--- src/rtl/seg_pkg.sv ---
// Shared constants for the 7-segment scan driver: glyph patterns, drive polarity
// and the scan sequencer state type.
package seg_pkg;

    // Segments and decimal point are active-low: a 0 lights the element.
    localparam logic SEG_ON  = 1'b0;
    localparam logic SEG_OFF = ~SEG_ON;

    // Bit order is {a,b,c,d,e,f,g}.
    localparam logic [6:0] GLYPH_0     = 7'b0000001;
    localparam logic [6:0] GLYPH_1     = 7'b1001111;
    localparam logic [6:0] GLYPH_2     = 7'b0010010;
    localparam logic [6:0] GLYPH_3     = 7'b0000110;
    localparam logic [6:0] GLYPH_4     = 7'b1001100;
    localparam logic [6:0] GLYPH_5     = 7'b0100100;
    localparam logic [6:0] GLYPH_6     = 7'b0100000;
    localparam logic [6:0] GLYPH_7     = 7'b0001111;
    localparam logic [6:0] GLYPH_8     = 7'b0000000;
    localparam logic [6:0] GLYPH_9     = 7'b0000100;
    localparam logic [6:0] GLYPH_A     = 7'b0001000;
    localparam logic [6:0] GLYPH_B     = 7'b1100000;
    localparam logic [6:0] GLYPH_C     = 7'b0110001;
    localparam logic [6:0] GLYPH_D     = 7'b1000010;
    localparam logic [6:0] GLYPH_E     = 7'b0110000;
    localparam logic [6:0] GLYPH_F     = 7'b0111000;
    localparam logic [6:0] GLYPH_BLANK = {7{SEG_OFF}};

    typedef enum logic {
        ST_IDLE = 1'b0,
        ST_SCAN = 1'b1
    } scan_state_t;

endpackage

--- src/rtl/seg_hex_dec.sv ---
// Nibble to 7-segment glyph decoder. Codes 10..15 decode to letters only in
// hex mode; in decimal mode they decode to blank.
module seg_hex_dec
    import seg_pkg::*;
(
    input  logic [3:0] nibble,
    input  logic       hex_mode,
    output logic [6:0] pattern
);

    always_comb begin
        pattern = GLYPH_BLANK;
        case (nibble)
            4'h0: pattern = GLYPH_0;
            4'h1: pattern = GLYPH_1;
            4'h2: pattern = GLYPH_2;
            4'h3: pattern = GLYPH_3;
            4'h4: pattern = GLYPH_4;
            4'h5: pattern = GLYPH_5;
            4'h6: pattern = GLYPH_6;
            4'h7: pattern = GLYPH_7;
            4'h8: pattern = GLYPH_8;
            4'h9: pattern = GLYPH_9;
            4'hA: pattern = hex_mode ? GLYPH_A : GLYPH_BLANK;
            4'hB: pattern = hex_mode ? GLYPH_B : GLYPH_BLANK;
            4'hC: pattern = hex_mode ? GLYPH_C : GLYPH_BLANK;
            4'hD: pattern = hex_mode ? GLYPH_D : GLYPH_BLANK;
            4'hE: pattern = hex_mode ? GLYPH_E : GLYPH_BLANK;
            4'hF: pattern = hex_mode ? GLYPH_F : GLYPH_BLANK;
            default: pattern = GLYPH_BLANK;
        endcase
    end

endmodule

--- src/rtl/seg_scan_driver.sv ---
// Multiplexed 7-segment scan driver: prescaled digit slots with an anode guard
// window, shadowed display data, hex/decimal glyphs and leading-zero blanking.
//
// state   | meaning
// --------+---------------------------------------------------------------
// ST_IDLE | just out of reset; next edge opens slot 0 with prescaler = 0
// ST_SCAN | prescaler running, scan index advances on every tick
module seg_scan_driver
    import seg_pkg::*;
#(
    parameter int N_DIGITS = 4,
    parameter int DIV      = 50000,
    parameter int GUARD    = 2
) (
    input  logic                  clk,
    input  logic                  rst,
    input  logic [4*N_DIGITS-1:0] value,
    input  logic                  load,
    input  logic [N_DIGITS-1:0]   dp_in,
    input  logic                  hex_mode,
    input  logic                  lz_blank,
    output logic [6:0]            seg,
    output logic                  dp,
    output logic [N_DIGITS-1:0]   an,
    output logic                  slot_start
);

    localparam int PW = (DIV > 1) ? $clog2(DIV) : 1;
    localparam int IW = $clog2(N_DIGITS);
    localparam logic [PW-1:0] PRE_MAX = PW'(DIV - 1);
    localparam logic [IW-1:0] IDX_MAX = IW'(N_DIGITS - 1);

    scan_state_t           st_q, st_nxt;
    logic [PW-1:0]         pre_q, pre_nxt;
    logic [IW-1:0]         idx_q, idx_nxt;

    logic [4*N_DIGITS-1:0] sh_val_q, sh_val_nxt;
    logic [N_DIGITS-1:0]   sh_dp_q, sh_dp_nxt;
    logic                  sh_hex_q, sh_hex_nxt;
    logic                  sh_lz_q, sh_lz_nxt;

    logic [3:0]            nib_sel;
    logic                  dp_sel;
    logic                  lz_sel;
    logic [N_DIGITS-1:0]   lz_vec;
    logic                  zero_run;
    logic                  in_guard;
    logic [6:0]            glyph;

    logic [6:0]            seg_nxt;
    logic                  dp_nxt;
    logic [N_DIGITS-1:0]   an_nxt;
    logic                  slot_nxt;

    // Sequencer: prescaler and scan index.
    always_comb begin
        st_nxt  = st_q;
        pre_nxt = '0;
        idx_nxt = idx_q;
        case (st_q)
            ST_IDLE: begin
                st_nxt  = ST_SCAN;
                pre_nxt = '0;
            end
            ST_SCAN: begin
                if (pre_q == PRE_MAX) begin
                    pre_nxt = '0;
                    idx_nxt = (idx_q == IDX_MAX) ? '0 : idx_q + 1'b1;
                end else begin
                    pre_nxt = pre_q + 1'b1;
                end
            end
            default: begin
                st_nxt  = ST_IDLE;
                pre_nxt = '0;
                idx_nxt = '0;
            end
        endcase
    end

    always_comb begin
        sh_val_nxt = load ? value    : sh_val_q;
        sh_dp_nxt  = load ? dp_in    : sh_dp_q;
        sh_hex_nxt = load ? hex_mode : sh_hex_q;
        sh_lz_nxt  = load ? lz_blank : sh_lz_q;
    end

    // Output decode works on next-state values so the registered outputs line
    // up with the prescaler/index they belong to, and a load shows up one
    // cycle after its edge even when that edge is also a tick.
    always_comb begin
        zero_run = 1'b1;
        lz_vec   = '0;
        for (int i = N_DIGITS - 1; i >= 0; i--) begin
            zero_run = zero_run & (sh_val_nxt[i*4 +: 4] == 4'h0);
            if (i > 0) lz_vec[i] = zero_run;
        end
    end

    always_comb begin
        nib_sel = 4'h0;
        dp_sel  = 1'b0;
        lz_sel  = 1'b0;
        for (int i = 0; i < N_DIGITS; i++) begin
            if (idx_nxt == IW'(i)) begin
                nib_sel = sh_val_nxt[i*4 +: 4];
                dp_sel  = sh_dp_nxt[i];
                lz_sel  = lz_vec[i];
            end
        end
    end

    generate
        if (GUARD == 0) begin : g_no_guard
            assign in_guard = 1'b0;
        end else begin : g_guard
            localparam logic [PW:0] GUARD_LIM = (PW + 1)'(GUARD);
            assign in_guard = ({1'b0, pre_nxt} < GUARD_LIM);
        end
    endgenerate

    seg_hex_dec u_hex_dec (
        .nibble   (nib_sel),
        .hex_mode (sh_hex_nxt),
        .pattern  (glyph)
    );

    always_comb begin
        seg_nxt  = GLYPH_BLANK;
        dp_nxt   = SEG_OFF;
        an_nxt   = '1;
        slot_nxt = (st_nxt == ST_SCAN) && (pre_nxt == '0);
        if (!in_guard) begin
            seg_nxt = (sh_lz_nxt && lz_sel) ? GLYPH_BLANK : glyph;
            dp_nxt  = dp_sel ? SEG_ON : SEG_OFF;
            for (int i = 0; i < N_DIGITS; i++) begin
                an_nxt[i] = (idx_nxt == IW'(i)) ? SEG_ON : SEG_OFF;
            end
        end
    end

    always_ff @(posedge clk or posedge rst) begin
        if (rst) begin
            st_q       <= ST_IDLE;
            pre_q      <= '0;
            idx_q      <= '0;
            sh_val_q   <= '0;
            sh_dp_q    <= '0;
            sh_hex_q   <= 1'b0;
            sh_lz_q    <= 1'b0;
            seg        <= GLYPH_BLANK;
            dp         <= SEG_OFF;
            an         <= '1;
            slot_start <= 1'b0;
        end else begin
            st_q       <= st_nxt;
            pre_q      <= pre_nxt;
            idx_q      <= idx_nxt;
            sh_val_q   <= sh_val_nxt;
            sh_dp_q    <= sh_dp_nxt;
            sh_hex_q   <= sh_hex_nxt;
            sh_lz_q    <= sh_lz_nxt;
            seg        <= seg_nxt;
            dp         <= dp_nxt;
            an         <= an_nxt;
            slot_start <= slot_nxt;
        end
    end

endmodule
--- config.mk ---
export PLATFORM = sky130hd
export DESIGN_NAME = seg_scan_driver
export DESIGN_NICKNAME = d
export VERILOG_FILES = /design/src/rtl/seg_pkg.sv /design/src/rtl/seg_hex_dec.sv /design/src/rtl/seg_scan_driver.sv
export SDC_FILE = /design/constraint.sdc
export NUM_CORES = 1
export LEC_CHECK = 0
export BUFFER_PORTS_ARGS = -buffer_cell sky130_fd_sc_hd__clkbuf_2
export CORE_ASPECT_RATIO = 1.75
export CORE_MARGIN = 5
export CORE_UTILIZATION = 35
export CTS_CLUSTER_DIAMETER = 150
export DETAILED_ROUTE_END_ITERATION = 8
export HOLD_SLACK_MARGIN = 0.02
export PLACE_DENSITY_LB_ADDON = 0.2
export SKIP_LAST_GASP = 1
export SYNTH_ARGS = -nofsm -noshare
export SYNTH_HDL_FRONTEND = slang
export SYNTH_SLANG_ARGS = --single-unit
--- constraint.sdc ---
create_clock -name clk -period 7.5 [get_ports clk]
set_input_delay 0.75 -clock clk [delete_from_list [all_inputs] [get_ports clk]]
set_output_delay 0.75 -clock clk [all_outputs]
set_load 0.02 [all_outputs]
==> flow_summary.json <==
{
  "outcome": "completed",
  "reg2reg_from": "pre_q[11]",
  "layout_commonest_cell": "dfrtp_1",
  "core_sq_mm": 0.00791,
  "routedWlPerCell_microns": 15.0,
  "io-pin-count": 38,
  "endpoint_kind": "register",
  "r2r_slack_ns": 3.45,
  "routed_wl_microns": 5880,
  "cts-root-buf": "clkbuf_16",
  "viasPerCell": 5.12,
  "vdd_drop_max_mv": 0.0946,
  "ys_ff_latch": 54,
  "syn_area_per_cell_sq_um": 10.7,
  "critPathArrivalTime_ns": 4.27,
  "netlist_area_sq_mm": 0.00284,
  "nets": 327,
  "grt_overflow_total": 0,
  "grt_start_max_net_pins": 55,
  "clk_pin_slew_ns": 0.07,
  "cts_buffers": 5,
  "skew_ns": 0.00658,
  "start_kind": "register",
  "drive_above_1_share_pct": 28.9,
  "synth_edf_count": 0,
  "rr_endpoint": "seg[3]",
  "synth_cells": 266,
  "yosysWarnings": 0,
  "max_freq_mhz": 247,
  "dieArea_sq_mm": 0.0101,
  "grt_pass1_vias": 2085,
  "cts_setup_buffers": 0,
  "final-hold-violation-count": 0,
  "hold_slack_ns": 0.499,
  "gp_congestion": 0.805,
  "p_total_uw": 648,
  "grt_pass1_wl_microns": 9990,
  "critPathCapture": "seg[3]",
  "tritoncts": "done",
  "synth_nets": 293,
  "power_density_mw_per_mm2": 200,
  "critPathKind": "register to register",
  "yosysUniqueCellTypes": 49,
  "drv_slew": 0,
  "cts_buffer_depth": 2,
  "maxCapViolations": 0,
  "synthArstFlopShare_pct": 100,
  "required_ns": 7.72,
  "worst_slew_pin_slew_ns": 1.10,
  "leakage_uw": 0.00148,
  "fp-row-count": 43,
  "drc_errors": 0,
  "drt_iter0_drc": 66,
  "seq_area_frac_synth_pct": 48.1,
  "layout.cells.non_filler": 391,
  "fp.dieW_microns": 78.1,
  "finalSetupTns_ns": 0,
  "finalCriticalPeriod_ns": 4.05,
  "hp-class": "register to register",
  "relSlewSlack_pct": 25.5,
  "layout_common_cells": "dfrtp_1 (42), clkbuf_2 (37), nor2_1 (27)",
  "dp_cells": 383,
  "ant_nets": 0,
  "period_share_pct": 54.0,
  "htreeDepth": 2,
  "crit_fanout": 15,
  "worstSetupStartpoint": "pre_q[11]",
  "io_buffers": 37,
  "antenna_cells": 0,
  "setup_violations": 0,
  "antenna_found_initial": 0,
  "area_delta_synth_final_pct": 14.0,
  "cts.sinks": 54,
  "dr.pass1.iters": 4,
  "postCtsHoldBufs": 0,
  "synth_flop_cell": "dfrtp_1",
  "place_hpwl_microns": 4490,
  "worst_r2r_path_depth": 8,
  "rsz0062_at_grt": "no",
  "die_h_microns": 129,
  "grt.total_usage_pct": 12.4,
  "clk_latency_ns": 0.29,
  "cts_resized": 0,
  "dr_total_vias": 2002,
  "start_util_pct": 35.9
}
## state kept, by name (all words and copies together) (netlist names)
register / flops
sh_val_q: 16
an: 4
dp: 1
seg: 7
slot_start: 1
sh_lz_q: 1
sh_dp_q: 4
pre_q: 16
idx_q: 2
sh_hex_q: 1
st_q: 1
## critical path, stage by stage, from the launching register on
cell     delay [ns]
dfrtp_1        0.44
or4b_4         0.58
nor4_4         0.30
mux2i_2        0.95
mux2i_1        0.17
mux2i_1        0.84
nor2_1         0.14
a22o_1         0.27
a211o_1        0.28
## synth_stat cells, types with 7 or more instances
master	count	area, sq um
dfstp_2	12	315
a21oi_1	7	35.0
dfrtp_1	42	1050
o21ai_0	9	45.0
inv_1	13	48.8
nand2_1	17	63.8
nor2_1	27	101
xnor2_1	10	87.6
mux2_2	19	214
nand3_1	10	50.1
mux2i_1	16	160
xor2_1	9	78.8
## worst min-delay path by stage
stage,to,cells past startpoint,startpoint
floorplan,pre_q[0],1,pre_q[0]
global placement,sh_dp_q[2],1,sh_dp_q[2]
detailed placement,pre_q[0],1,pre_q[0]
CTS,pre_q[0],1,pre_q[0]
global route,sh_dp_q[0],1,sh_dp_q[0]
finish,pre_q[0],1,pre_q[0]
## cell families (layout without fill, tap and decap cells)
family | after synthesis | after routing | synth area share (%)
compound gates | 34 | 34 | 7.67
xor+xnor | 19 | 19 | 5.86
fa+ha+maj | 2 | 2 | 0.881
buf+inv | 25 | 60 | 3.79
flops | 54 | 54 | 48.1
mux | 42 | 42 | 17.2
other cells | 1 | 1 | 0.132
simple gates | 89 | 89 | 16.4
## through the flow
step | setup slack (ns) | area (sq um) | util, %
detailed placement | 3.44 | 3090 | 39.1
finish | 3.45 | 3240 | 40.9
global placement | 3.55 | 3090 | 39.1
global route | 3.04 | 3240 | 40.9
floorplan | 4.48 | 2840 | -
CTS | 3.42 | 3240 | 40.9
## report_power, final
part | leakage [uW] | internal, uW | switching (uW) | total (uW)
logic | 0.000757 | 41.2 | 59.5 | 101
clock network | 0.0000708 | 124 | 103 | 227
registers | 0.000656 | 315 | 6.04 | 321
## cell type report
class / count / area, sq um
clock inverters: 2 / 13.8
repair buffers: 39 / 200
fillers: 784 / 4670
flip-flops and latches: 54 / 1370
well taps: 90 / 113
clock buffers: 6 / 129
multi-input cells: 187 / 1370
inverters: 13 / 48.8
## metal layers
| metal | global-route usage (%) | share of wire [%] | up-vias |
|---|---|---|---|
| li1 | - | - | 990 |
| met5 | 0 | 0 | - |
| met3 | 2.16 | 3.3 | 13 |
| met4 | 6.57 | 3.0 | 0 |
| met2 | 22.5 | 56 | 34 |
| met1 | 13.4 | 38 | 965 |
No activity file was read; power rests on OpenSTA's default activity.
